File: src/rtl/up_bus_arbiter.sv
// up_bus_arbiter: two-master to one-slave register bus arbiter.
// Each master has a one-entry pending buffer. Full buffers are granted
// round-robin, and one access at a time runs on the shared slave bus.
// A write takes ISSUE then IDLE. A read waits RD_LAT cycles in RD_WAIT,
// then returns its data to the master that was granted.
// Ports:
//   up_clk, up_rst_n        clock, async active-low reset
//   mN_addr/wr_data/wr/rd   master N request (N = 0, 1)
//   mN_rd_data/rd_valid     read return to master N
//   mN_busy, mN_ovf         request pending/in flight, sticky drop flag
//   s_addr/wr_data/wr/rd    shared slave bus
//   s_rd_data               slave read data
module up_bus_arbiter #(
  parameter int unsigned RD_LAT = 2
) (
  input  logic        up_clk,
  input  logic        up_rst_n,
  input  logic [31:0] m0_addr,
  input  logic [31:0] m0_wr_data,
  input  logic        m0_wr,
  input  logic        m0_rd,
  output logic [31:0] m0_rd_data,
  output logic        m0_rd_valid,
  output logic        m0_busy,
  output logic        m0_ovf,
  input  logic [31:0] m1_addr,
  input  logic [31:0] m1_wr_data,
  input  logic        m1_wr,
  input  logic        m1_rd,
  output logic [31:0] m1_rd_data,
  output logic        m1_rd_valid,
  output logic        m1_busy,
  output logic        m1_ovf,
  output logic [31:0] s_addr,
  output logic [31:0] s_wr_data,
  output logic        s_wr,
  output logic        s_rd,
  input  logic [31:0] s_rd_data
);

  localparam int unsigned DW = 32;
  localparam int unsigned CW = 4;
  localparam bit          LAT_ZERO = (RD_LAT == 0);
  localparam logic [CW-1:0] CNT_INIT = CW'((RD_LAT == 0) ? 0 : RD_LAT - 1);

  typedef enum logic [1:0] {IDLE, ISSUE, RD_WAIT} state_e;

  state_e state_q, state_d;

  logic [DW-1:0] m_addr [2];
  logic [DW-1:0] m_data [2];
  logic [1:0]    m_wr, m_rd;

  logic [1:0]    buf_full_q, buf_full_d;
  logic [1:0]    buf_wr_q, buf_wr_d;
  logic [DW-1:0] buf_addr_q [2];
  logic [DW-1:0] buf_addr_d [2];
  logic [DW-1:0] buf_data_q [2];
  logic [DW-1:0] buf_data_d [2];

  logic          gnt_q, gnt_d;
  logic          last_q, last_d;
  logic          acc_wr_q, acc_wr_d;
  logic [CW-1:0] cnt_q, cnt_d;

  logic [DW-1:0] s_addr_q, s_addr_d;
  logic [DW-1:0] s_wr_data_q, s_wr_data_d;
  logic          s_wr_q, s_wr_d;
  logic          s_rd_q, s_rd_d;
  logic [DW-1:0] rd_data_q [2];
  logic [DW-1:0] rd_data_d [2];
  logic [1:0]    rd_valid_q, rd_valid_d;
  logic [1:0]    busy_q, busy_d;
  logic [1:0]    ovf_q, ovf_d;

  logic          grant_c;
  logic          win_c;
  logic          rd_done_c;

  assign m_addr[0] = m0_addr;
  assign m_addr[1] = m1_addr;
  assign m_data[0] = m0_wr_data;
  assign m_data[1] = m1_wr_data;
  assign m_wr      = {m1_wr, m0_wr};
  assign m_rd      = {m1_rd, m0_rd};

  // Grant only from IDLE. On a tie the master not granted last wins.
  assign grant_c   = (state_q == IDLE) && (|buf_full_q);
  assign win_c     = (&buf_full_q) ? ~last_q : ~buf_full_q[0];
  assign rd_done_c = ((state_q == ISSUE) && !acc_wr_q && LAT_ZERO) ||
                     ((state_q == RD_WAIT) && (cnt_q == '0));

  // State register
  always_ff @(posedge up_clk or negedge up_rst_n) begin
    if (!up_rst_n) state_q <= IDLE;
    else           state_q <= state_d;
  end

  // Next-state logic
  always_comb begin
    state_d = state_q;
    unique case (state_q)
      IDLE:    if (grant_c) state_d = ISSUE;
      ISSUE:   state_d = (acc_wr_q || LAT_ZERO) ? IDLE : RD_WAIT;
      RD_WAIT: if (cnt_q == '0) state_d = IDLE;
      default: state_d = IDLE;
    endcase
  end

  // Output and datapath next values
  always_comb begin
    buf_full_d  = buf_full_q;
    buf_wr_d    = buf_wr_q;
    buf_addr_d  = buf_addr_q;
    buf_data_d  = buf_data_q;
    gnt_d       = gnt_q;
    last_d      = last_q;
    acc_wr_d    = acc_wr_q;
    cnt_d       = cnt_q;
    s_addr_d    = s_addr_q;
    s_wr_data_d = s_wr_data_q;
    s_wr_d      = 1'b0;
    s_rd_d      = 1'b0;
    rd_data_d   = rd_data_q;
    rd_valid_d  = 2'b00;
    ovf_d       = ovf_q;
    busy_d      = 2'b00;

    if (grant_c) begin
      gnt_d               = win_c;
      last_d              = win_c;
      acc_wr_d            = buf_wr_q[win_c];
      s_addr_d            = buf_addr_q[win_c];
      s_wr_data_d         = buf_data_q[win_c];
      s_wr_d              = buf_wr_q[win_c];
      s_rd_d              = ~buf_wr_q[win_c];
      buf_full_d[win_c]   = 1'b0;
    end

    // The counter holds the number of RD_WAIT cycles still to run after this one
    if ((state_q == ISSUE) && !acc_wr_q && !LAT_ZERO) cnt_d = CNT_INIT;
    else if ((state_q == RD_WAIT) && (cnt_q != '0))   cnt_d = cnt_q - CW'(1);

    if (rd_done_c) begin
      rd_data_d[gnt_q]  = s_rd_data;
      rd_valid_d[gnt_q] = 1'b1;
    end

    // Capture runs after the grant clear, so a new strobe on the grant edge is kept
    for (int n = 0; n < 2; n++) begin
      if (m_wr[n] && m_rd[n]) ovf_d[n] = 1'b1;
      if (m_wr[n] || m_rd[n]) begin
        if (!buf_full_q[n] || (grant_c && (win_c == 1'(n)))) begin
          buf_full_d[n] = 1'b1;
          buf_wr_d[n]   = m_wr[n];
          buf_addr_d[n] = m_addr[n];
          buf_data_d[n] = m_data[n];
        end else begin
          ovf_d[n] = 1'b1;
        end
      end
      busy_d[n] = buf_full_d[n] || ((state_d != IDLE) && (gnt_d == 1'(n)));
    end
  end

  // Datapath and output registers
  always_ff @(posedge up_clk or negedge up_rst_n) begin
    if (!up_rst_n) begin
      buf_full_q  <= '0;
      buf_wr_q    <= '0;
      buf_addr_q  <= '{default: '0};
      buf_data_q  <= '{default: '0};
      gnt_q       <= 1'b0;
      last_q      <= 1'b1;
      acc_wr_q    <= 1'b0;
      cnt_q       <= '0;
      s_addr_q    <= '0;
      s_wr_data_q <= '0;
      s_wr_q      <= 1'b0;
      s_rd_q      <= 1'b0;
      rd_data_q   <= '{default: '0};
      rd_valid_q  <= '0;
      busy_q      <= '0;
      ovf_q       <= '0;
    end else begin
      buf_full_q  <= buf_full_d;
      buf_wr_q    <= buf_wr_d;
      buf_addr_q  <= buf_addr_d;
      buf_data_q  <= buf_data_d;
      gnt_q       <= gnt_d;
      last_q      <= last_d;
      acc_wr_q    <= acc_wr_d;
      cnt_q       <= cnt_d;
      s_addr_q    <= s_addr_d;
      s_wr_data_q <= s_wr_data_d;
      s_wr_q      <= s_wr_d;
      s_rd_q      <= s_rd_d;
      rd_data_q   <= rd_data_d;
      rd_valid_q  <= rd_valid_d;
      busy_q      <= busy_d;
      ovf_q       <= ovf_d;
    end
  end

  assign s_addr      = s_addr_q;
  assign s_wr_data   = s_wr_data_q;
  assign s_wr        = s_wr_q;
  assign s_rd        = s_rd_q;
  assign m0_rd_data  = rd_data_q[0];
  assign m1_rd_data  = rd_data_q[1];
  assign m0_rd_valid = rd_valid_q[0];
  assign m1_rd_valid = rd_valid_q[1];
  assign m0_busy     = busy_q[0];
  assign m1_busy     = busy_q[1];
  assign m0_ovf      = ovf_q[0];
  assign m1_ovf      = ovf_q[1];

endmodule

File: config.mk
export PLATFORM = sky130hd
export DESIGN_NAME = up_bus_arbiter
export DESIGN_NICKNAME = d
export VERILOG_FILES = /design/src/rtl/up_bus_arbiter.sv
export SDC_FILE = /design/constraint.sdc
export NUM_CORES = 1
export LEC_CHECK = 0
export CAP_MARGIN = 20
export CORE_ASPECT_RATIO = 0.5
export CORE_MARGIN = 8
export CORE_UTILIZATION = 48
export DETAILED_ROUTE_END_ITERATION = 7
export PLACE_DENSITY = 0.8
export SETUP_SLACK_MARGIN = 0.2
export SYNTH_ARGS = -nofsm -noshare
export SYNTH_HDL_FRONTEND = slang
export SYNTH_SLANG_ARGS = --single-unit
File: constraint.sdc
create_clock -name up_clk -period 2 [get_ports up_clk]
set_input_delay 0.4 -clock up_clk [delete_from_list [all_inputs] [get_ports up_clk]]
set_output_delay 0.4 -clock up_clk [all_outputs]
set_load 0.01 [all_outputs]
==> impl_metrics.yaml <==
timing:
  worst_hold_margin_ns: 0.4378
  max_clock_freq_mhz: 551.4
  finalCriticalPeriod_ns: 1.814
  skew_ns: 0.01746
  timing_max_transition_violations_final: 0
  pin_slew_with_the_least_headroom_to_its_limit_ns: 0.5027
  endpoints_failing_setup: 0
  finalCritPeriodShare_pct: 90.68
  relSlewSlack_pct: 66.48
  setup-tns-final_ns: 0
  rsz0062_at_grt: "yes"
  final_hold_viol_count: 0
route:
  vias_per_cell: 5.396
  drt_iter0_markers: 698
  post-route-drc-count: 1
  firstDrtPassIters: 8
  number_of_routed_nets_with_antenna_violations: 0
  totalWireLength_mm: 30.95
  vias: 7387
  wire_per_inst_um: 22.61
logic_synthesis:
  synth-edff-count: 0
  ys_async_sr_fraction_pct: 100.0
  synthesis.area_per_instance_um2: 15.56
  yosysTopAreaCellShare_pct: 63.04
  synth_most_common_cell: "sky130_fd_sc_hd__dfrtp_1"
  postSynthCellCount: 704
  ys_seq_area_share_pct: 63.28
  synth_ff_type: "sky130_fd_sc_hd__dfrtp_1"
  top_post_synthesis_cells_by_area: "sky130_fd_sc_hd__dfrtp_1, sky130_fd_sc_hd__mux2_2, sky130_fd_sc_hd__mux2_4"
  synth_largest_area_cell: "sky130_fd_sc_hd__dfrtp_1"
  synth.distinct_cells: 42
  postSynthRegisterBits: 277
  synth_area_mm2: 0.01096
  synth_top_cells_by_count: "sky130_fd_sc_hd__dfrtp_1, sky130_fd_sc_hd__mux2_2, sky130_fd_sc_hd__inv_1"
  ys_warn_count: 0
  syn_nets: 871
place:
  place_congestion: 0.7952
  hpwlAfterDp_mm: 20.67
  placed_cells_incl_taps: 1300
  placement.io_buffers: 301
setup_path:
  cp_slowest_stage_delay_ns: 0.46
  end_kind: "register"
  r2r_end: "buf_data_q[18]"
  critical_path.slowest_cell: "sky130_fd_sc_hd__dfrtp_2"
  r2r_cells: 6
  cp_common_cell: "sky130_fd_sc_hd__buf_12"
  data_required_time_of_the_worst_path_ns: 2.41
  reg2reg_slack_ns: 0.19
  critical_path_cell_by_cell: "a211oi_4 -> nor2b_4 -> nor2_8 -> buf_12 -> buf_12 -> mux2_4"
  rr_startpoint: "state_q[1]"
  critical_path_arrival_ns: 2.22
  crit_fanout: 7
  setup.worst_path.start_class: "register"
  critPathKind: "reg -> reg"
global_routing:
  grt_max_degree: 58
  grt_first_pass_wirelength_mm: 45.49
  grt_antenna_before_repair: 2
  first_global_vias: 7998
  grt_overflow_total: 0
  grt.total_usage_pct: 20.14
finish:
  layout-drive-gt1-share_pct: 27.45
  non_filler_cells_in_the_finished_layout: 1369
  regArea_mm2: 0.006938
  fillerInstances: 1561
  area.growth.synth_to_final_pct: 42.51
  finish.utilization_pct: 69.10
  final_nets: 1207
  multi_input_comb_area_mm2: 0.003493
power_and_ir_drop:
  ir_worst_vdd_mv: 0.9726
  p_per_area_mw_per_mm2: 1739
  design_power_total_mw: 27.14
  reported_leakage_power_nw: 7.273
clock_network:
  cts_buffers: 26
  insertion_delay_ns: 0.53
  numClockSinks: 277
  clk_root_buffer_cell: "sky130_fd_sc_hd__clkbuf_16"
  clkSlewWorstSetupHoldPaths_ns: 0.07
  cts_tree: "built"
  cts-root-to-sink-buffers: 3
  htreeDepth: 1
die:
  floorplan.die_area_mm2: 0.02821
  placeableCoreArea_mm2: 0.02259
  num_rows: 39
  start_util_pct: 48.49
  io-pin-count: 302
  dieWidth_um: 229.7
  die_h_um: 122.8
min_path:
  worstHoldPathType: "in -> async"
flow_run:
  maxCapViolCount: 0
outcome:
  violations_in_the_final_reports: "design-rule violations"
  outcome: "finished, violations left"
[layout by cell type (no fill, tap or decap), drive strengths merged, types with 2 or more instances in the layout]
cell type and instances:
a211oi 2, a21boi 2, a21oi 4, a222oi 64, a22o 2, and2 2
buf 42, bufinv 6, clkbuf 41, clkdlybuf4s50 164, clkinv 5, dfrtp 276
diode 2, dlygate4sd2 136, inv 70, mux2 192, mux2i 4, nand2 9
nand2b 2, nor2 16, nor3 2, o21bai 3
[final cells by class]
class	instances	share of cell area [%]
tap	307	2.460
sequential	277	44.44
clock buffer	36	4.865
inverter	70	1.707
antenna	2	0.03206
timing repair buffer	348	22.68
clock inverter	12	1.443
multi-input combinational	317	22.38
[cells by family (layout without fill, tap and decap cells)]
family / Yosys count / after routing / synth area share [%]
flip-flops: 277 / 277 / 63.28
multiplexers: 196 / 196 / 22.16
buffers and inverters: 110 / 466 / 5.219
AO/OA/AOI/OAI: 81 / 81 / 7.069
AND/OR/NAND/NOR: 39 / 39 / 2.159
adder cells (fa/ha/maj): 1 / 1 / 0.1142
other: 0 / 2 / 0
[worst max-delay path by stage]
stage	startpoint	endpoint	slack [ns]	cells after the start
2_1_floorplan	state_q[1]	buf_addr_q[10]	0.33	5
3_3_place_gp	m1_rd	buf_addr_q[0]	0.03	6
3_5_place_dp	m1_wr	buf_addr_q[0]	0.01	6
4_1_cts	state_q[1]	buf_data_q[41]	0.17	5
5_1_grt	state_q[1]	buf_data_q[18]	0.14	6
6_report	state_q[1]	buf_data_q[18]	0.19	6
[layer usage]
metal / wire length, um / GRT usage, % / share of wire [%] / vias to the layer above
met3: 1537 / 4.153 / 5.0 / 48
met4: 700 / 5.826 / 2.3 / 0
met5: 0 / 0 / 0 / -
met2: 17020 / 37.78 / 55 / 239
li1: - / - / - / 3231
met1: 11700 / 23.38 / 38 / 3869
[power by group]
| group | leakage (nW) | internal [mW] | switching, mW | total (mW) |
|---|---|---|---|---|
| registers | 3.26 | 8.49 | 1.68 | 10.2 |
| clock network | 0.485 | 3.45 | 2.14 | 5.58 |
| logic | 3.53 | 6.29 | 5.11 | 11.4 |
| total | 7.27 | 18.2 | 8.92 | 27.1 |
[what timing repair did]
item	in CTS	in global routing
pin swaps	1	9
gates resized for setup	139	17
cloned	0	8
hold endpoints to repair	50	0
hold buffers	1	0
endpoints found under the setup margin	194	164
buffers inserted	1	9
[state kept, by name (all words and copies together) (netlist names)]
| signal | flops |
|---|---|
| state_q | 2 |
| s_wr | 1 |
| buf_data_q | 64 |
| rd_valid_q | 2 |
| m1_rd_data | 32 |
| last_q | 1 |
| buf_full_q | 2 |
| s_rd | 1 |
| buf_addr_q | 64 |
| cnt_q | 4 |
| gnt_q | 1 |
| m0_rd_data | 32 |
| busy_q | 2 |
| s_wr_data | 32 |
| buf_wr_q | 2 |
| s_addr | 32 |
| acc_wr_q | 1 |
| ovf_q | 2 |
[worst max-delay path, delay by kind of cell, from the launching register on]
| kind | cells | cell delay (ns) |
|---|---|---|
| buffers and inverters | 2 | 0.29 |
| AOI/OAI and AO/OA | 1 | 0.34 |
| muxes | 1 | 0.32 |
| DFF | 1 | 0.46 |
| and+or+nand+nor | 2 | 0.27 |
[through the flow]
stage               instance area [um^2]  worst slack, ns
finish                             15610           0.1863
global route                       15610           0.1404
CTS                                15290           0.1680
detailed placement                 14450          0.01442
global placement                   14450          0.02693
floorplan                          10960           0.3256
Power figures use the tool's default switching activity.
